--- src/rtl/rps_input_conditioner.sv ---
// Button/PMOD front end: 2-flop sync, per-choice debounce, single-event FSM. PMOD merge with RPS_PMOD_EN.
// Latency: CHOICE_VALID DEBOUNCE_LEN+2 edges after the first edge sampling a press; all outputs registered.
// Backpressure: none; events are one-cycle pulses, re-trigger held off until release plus HOLDOFF cycles.
module rps_input_conditioner #(
  parameter int DEBOUNCE_LEN = 120000,
  parameter int HOLDOFF      = 1200000
) (
  input  logic       CLK,
  input  logic       RST,
  input  logic       BTN1,
  input  logic       BTN2,
  input  logic       BTN3,
  input  logic       P1A1,
  input  logic       P1A2,
  input  logic       P1A3,
  output logic       CHOICE_VALID,
  output logic [1:0] CHOICE,
  output logic       ANY_HELD,
  output logic       CONFLICT
);

  localparam int CW = (DEBOUNCE_LEN > 2) ? $clog2(DEBOUNCE_LEN) : 1;
  localparam int HW = (HOLDOFF > 1) ? $clog2(HOLDOFF) : 1;
  localparam logic [CW-1:0] DB_MAX  = CW'(DEBOUNCE_LEN - 1);
  localparam logic [HW-1:0] CD_LOAD = HW'(HOLDOFF - 1);

  typedef enum logic [1:0] {
    ST_IDLE,
    ST_HELD,
    ST_COOL
  } state_t;

  logic [2:0] btn_s1, btn_s2;
  logic [2:0] raw;

  always_ff @(posedge CLK) begin
    if (RST) begin
      btn_s1 <= '0;
      btn_s2 <= '0;
    end else begin
      btn_s1 <= {BTN3, BTN2, BTN1};
      btn_s2 <= btn_s1;
    end
  end

`ifdef RPS_PMOD_EN
  // PMOD switches are active-low, so their idle level is 1.
  logic [2:0] pmod_s1, pmod_s2;

  always_ff @(posedge CLK) begin
    if (RST) begin
      pmod_s1 <= '1;
      pmod_s2 <= '1;
    end else begin
      pmod_s1 <= {P1A3, P1A2, P1A1};
      pmod_s2 <= pmod_s1;
    end
  end

  assign raw = btn_s2 | ~pmod_s2;
`else
  logic pmod_unused;
  assign pmod_unused = ^{P1A1, P1A2, P1A3};
  assign raw = btn_s2;
`endif

  logic [CW-1:0] db_cnt [3];
  logic [2:0]    stable;

  always_ff @(posedge CLK) begin
    if (RST) begin
      stable <= '0;
      for (int i = 0; i < 3; i++) db_cnt[i] <= '0;
    end else begin
      for (int i = 0; i < 3; i++) begin
        if (raw[i] == stable[i]) begin
          db_cnt[i] <= '0;
        end else if (db_cnt[i] == DB_MAX) begin
          stable[i] <= ~stable[i];
          db_cnt[i] <= '0;
        end else begin
          db_cnt[i] <= db_cnt[i] + CW'(1);
        end
      end
    end
  end

  logic any_stable, multi_stable;
  assign any_stable   = |stable;
  assign multi_stable = (stable[0] & stable[1]) | (stable[0] & stable[2]) | (stable[1] & stable[2]);

  state_t        state_q, state_d;
  logic [HW-1:0] cool_q, cool_d;
  logic [1:0]    choice_d;
  logic          vld_d, conf_d;

  always_comb begin
    state_d  = state_q;
    cool_d   = cool_q;
    choice_d = CHOICE;
    vld_d    = 1'b0;
    conf_d   = 1'b0;
    case (state_q)
      ST_IDLE: begin
        if (any_stable) begin
          if (stable[0])      choice_d = 2'd1;
          else if (stable[1]) choice_d = 2'd2;
          else                choice_d = 2'd3;
          vld_d   = 1'b1;
          conf_d  = multi_stable;
          state_d = ST_HELD;
        end
      end
      ST_HELD: begin
        if (!any_stable) begin
          cool_d  = CD_LOAD;
          state_d = ST_COOL;
        end
      end
      ST_COOL: begin
        // A re-press during cooldown goes back to HELD silently.
        if (any_stable) begin
          state_d = ST_HELD;
        end else if (cool_q == '0) begin
          choice_d = 2'd0;
          state_d  = ST_IDLE;
        end else begin
          cool_d = cool_q - HW'(1);
        end
      end
      default: begin
        state_d = ST_IDLE;
      end
    endcase
  end

  always_ff @(posedge CLK) begin
    if (RST) begin
      state_q      <= ST_IDLE;
      cool_q       <= '0;
      CHOICE       <= 2'd0;
      CHOICE_VALID <= 1'b0;
      CONFLICT     <= 1'b0;
      ANY_HELD     <= 1'b0;
    end else begin
      state_q      <= state_d;
      cool_q       <= cool_d;
      CHOICE       <= choice_d;
      CHOICE_VALID <= vld_d;
      CONFLICT     <= conf_d;
      ANY_HELD     <= any_stable;
    end
  end

endmodule

--- config.mk ---
export PLATFORM = sky130hd
export DESIGN_NAME = rps_input_conditioner
export DESIGN_NICKNAME = d
export VERILOG_FILES = /design/src/rtl/rps_input_conditioner.sv
export SDC_FILE = /design/constraint.sdc
export NUM_CORES = 1
export LEC_CHECK = 0
export ABC_AREA = 1
export CORE_MARGIN = 2
export CORE_UTILIZATION = 50
export CTS_CLUSTER_SIZE = 25
export DETAILED_ROUTE_END_ITERATION = 8
export PLACE_DENSITY = 0.67
export SLEW_MARGIN = 0
export SYNTH_ARGS = -nofsm -noshare
export SYNTH_HDL_FRONTEND = slang
export SYNTH_SLANG_ARGS = --single-unit
--- constraint.sdc ---
create_clock -name CLK -period 5.3 [get_ports CLK]
set_input_delay 1.06 -clock CLK [delete_from_list [all_inputs] [get_ports CLK]]
set_output_delay 1.06 -clock CLK [all_outputs]
set_load 0.03 [all_outputs]
* Word-level counts from Yosys, hierarchy flattened
Memory sizes are Yosys's and may differ from the RTL's.
Cells that the tools add are included.
** Word-level totals
- Flip-flop bits (word level) :: 37
- RAM bits :: 51
- Input bits :: 8
- Output and inout port bits :: 5
- Word-level logic and storage cells :: 124
- Memories kept :: 1
** Memory list
- db_cnt :: words 3, width 17, rd ports 3, clocked after Yosys merged registers in 0, wr ports 3, line 67 : logic [CW-1:0] db_cnt [3];
** Cells by class
- Add/sub/neg operators :: 4
- Equality and inequality tests :: 14
- Muxes and demuxes :: 59
- Bitwise gates (word level) :: 22
- Reduce and logical (&&, ||, !) cells :: 13
** Operators with widths (count)
- 2-to-1 mux 17 bit :: 9
- 2-to-1 mux 21 bit :: 3
- adder 17 x 1 -> 17 bit (second input constant) :: 3
- == test 17 bit (second input constant) :: 3
- case mux 21 bit (2 select lines) :: 1
- 2-to-1 mux 1 bit :: 37
- zero test 21 bit :: 1
- subtractor 21 x 1 -> 21 bit (second input constant) :: 1
- 2-to-1 mux 2 bit :: 7
- bitwise OR 1 bit :: 11
- != test 2 bit (second input constant) :: 5
- NOT 1 bit :: 8
- AND reduction 4 bit :: 2
- case mux 2 bit (3 select lines) :: 1
- AND reduction 2 bit :: 3
- OR reduction 3 bit :: 2
- case mux 2 bit (2 select lines) :: 1
- nonzero test 2 bit :: 2
- AND 1 bit :: 3
- == test 1 bit :: 3
- != test 3 bit (second input constant) :: 1
- AND reduction 3 bit :: 1
- == test 2 x 1 -> 1 bit (second input constant) :: 1
- == test 2 bit (second input constant) :: 1
- 2 further kinds :: 2

* Longest topological paths before layout
An unclocked memory read counts as a cell.
- Word-level depth :: 8
- Depth in mapped cells :: 10
- Depth with buffers taken out :: 10

* Worst setup path after synthesis
No wires, ideal clock.
- Kind :: in2reg
- From :: input RST
- To :: memory db_cnt[2][12] (netlist name), data pin
- Library setup time :: 0.138 ns
- Arrival time :: 1.817 ns
- Required time :: 5.162 ns
- Setup slack :: 3.345 ns
- Stages on the path :: 6
- Buffers on the path :: 1
- Cell sequence :: inv_1 > o21ai_0 > a21oi_1 > nand2_1 > buf_2 > nor2_1
** RTL lines
- from (decl) :: line 9 : input logic RST,
- to (decl) :: line 67

==> run metrics <==
crit path cell chain clkdlybuf4s50_1 > buf_4 > inv_1 > o21ai_0 > a21oi_1 > nand2_1 > nor2_1; HP Class reg2reg; initial antenna violation count 0; Critical Path Start RST; TritonCTS Sinks 88; first-pass GRT wire length 15200 µm; Clock Pin Slew Worst Setup and Hold Paths 90 ps; first-pass iteration count of the detailed router 4; H-tree depth 3; commonest non-fill, non-tap cell in the layout nand2_1; post-synthesis sequential area ratio 0.468; largest net degree at the start of global routing 31; FP Rows 35; crit-path leading delay family buffers and inverters; post-detail-place hpwl 6390 µm; Final Hold Fails 0; GRT Overall Usage 0.182; Routed Antenna Nets 0; Req. time, crit path about 5400 ps; Die X 102 µm; Gate Count Post-Synth 631; Pleak between 2 and 2.5 nW; nets ~700; setup_tns 0 ps; crit path to db_cnt[1][1]; PnR Total Power around 1.2 mW; initial drt markers 94; Final Max Slew Viols 0; Critical Path Source Type input port; crit path max fanout 30; CTS tree done; number of flops mapped to enable cells by yosys 51; PwrDens approximately 230 nW/µm²; Yosys top cell by area edfxtp_1; fin crit share 0.511; Worst-Skew Late Latency 360 ps; post-synth top area share 0.316; yosys warns 0; commonest cells after routing, fill and taps aside nand2_1 (141), nor2_1 (120), inv_1 (80); slowest stage cell, crit path clkdlybuf4s50_1; total die area between 10000 and 15000 µm²; final setup fails 0; # DRC 0; CTS root buffer clkbuf_8; delay of the slowest critical-path stage 460 ps; Slew @ Worst Pin 570 ps; Via density 4.72; post-layout min period 2710 ps; status finished clean; # fillers 901; final std cells w/o fill 826; share of layout cells above drive strength 1 0.0660; Main synth FF type edfxtp_1; asr flop ratio synth 0; # Max-Cap Violations 0; Peak VDD IR between 0.0001 and 0.00015 V; DR vias between 3000 and 4000; reg2reg path depth 8; CP Data Arrival Time 2800 ps; CTS Buffer Depth 2; # port buffers 9; reg2reg end cool_q[7]; WL final 8700 µm; Critical Path End Type register; Layout area overhead 11.8%; CTS resizes 0; clock skew 6.23 ps; grt ovf 0; Starting Density 0.520; Avg Inst Size Synth 7.69 µm²; Num CTS Buffers 9; ranking of synthesized cells by area edfxtp_1 (32%), dfxtp_1 (15%), nand2_1 (11%); CP Class in2reg; setup bufs post-CTS 0; CP Buf/Inv Count 3; Max Freq 369 MHz; Placed Instances 810; die height slightly above 100 µm; number of cells on the critical path 7; RSZ-0062 raised after global routing no; cts hold-fix bufs 0; Rel. slew slack 0.619; number of synthesized register bits 88; IO Pins 13; CORE AREA about 9300 µm²; GPL Wtd Cong 0.859; Avg WL per Cell 10.5 µm; Reg-to-Reg Start state_q[1]; vias in the first global route 3588; diode count 0; reg2reg setup slack 3160 ps; netlist area before placement 4850 µm²; Yosys cell types 36
logic make-up after synthesis:
logic type      after synthesis  synth area share
xor+xnor                     28            0.0506
other cells                   1          0.000773
compound gates               51            0.0598
simple gates                363             0.329
fa+ha+maj                     5            0.0129
flops                        88             0.468
buf+inv                      95            0.0782
power by group:
| group | switching, mW | leakage, nW | internal (mW) |
|---|---|---|---|
| Clock | 0.238 | 0.0980 | 0.205 |
| Combinational | 0.0316 | 1.40 | 0.0163 |
| Sequential | 0.0158 | 0.826 | 0.740 |
stage by stage:
stage          hold slack, ps  area (µm²)   util  setup slack (ps)
5_1_grt                   429        5420  0.581              2360
4_1_cts                   403        5420  0.581              2560
3_5_place_dp              401        5240  0.562              2170
2_1_floorplan             388        5040      -              3340
6_report                  406        5420  0.581              2590
3_3_place_gp              395        5240  0.562              2230
synthesized netlist by cell type (2+ instances only):
cell and number:
xor2_1 21, or2_2 10, xnor2_1 7, nor3_1 16
a31oi_1 2, nor2_2 5, inv_2 5, nand2_1 141
o21ai_0 9, o21bai_1 2, edfxtp_1 51, nor3b_1 6
buf_2 3, dfxtp_1 37, buf_6 2, a211oi_2 2
nor2_4 2, inv_1 80, nand3_1 36, clkbuf_1 3
ha_1 5, nor2_1 120, nor3_2 2, nor4_1 4
nand4_1 16, a21oi_1 34
routing by layer:
layer | global-route usage | part of all wire | up-vias
met5 | 0 | 0 | -
met4 | 0.0800 | 0.018 | 0
met3 | 0.0237 | 0.023 | 12
met2 | 0.303 | 0.45 | 55
met1 | 0.239 | 0.51 | 1727
li1 | - | - | 2105
registers in the layout, indices dropped and copies added (netlist names):
signal and flops:
CHOICE_VALID 1, cool_q 21, CHOICE 2, stable 3
db_cnt 51, btn_s1 3, ANY_HELD 1, state_q 2
btn_s2 3, CONFLICT 1
final cells by class:
| type | instances | area, µm² | area share |
|---|---|---|---|
| sequential | 88 | 2270 | 0.419 |
| tap | 129 | 161 | 0.0298 |
| clock inverter | 3 | 23.8 | 0.00438 |
| timing repair buffer | 10 | 97.6 | 0.0180 |
| clock buffer | 13 | 163 | 0.0300 |
| inverter | 85 | 319 | 0.0588 |
| multi-input combinational | 498 | 2390 | 0.440 |
tightest hold or removal path: cells and delay by family, from the launching register on:
family                 cells  cell delay [ps]
AND/OR/NAND/NOR            1               30
buffers and inverters      1               40
flip-flops                 1              300
worst min-delay path by stage:
stage                          from   endpoint  slack [ps]  cells after the start
final                     btn_s1[2]  btn_s2[2]         410                      2
after global routing      btn_s1[2]  btn_s2[2]         430                      2
after CTS                 btn_s1[2]  btn_s2[2]         400                      2
after detailed placement  btn_s1[2]  btn_s2[2]         400                      2
after global placement    btn_s1[2]  btn_s2[2]         390                      2
after floorplan           btn_s1[0]  btn_s2[0]         390                      2
(Power assumes the default switching activity.)
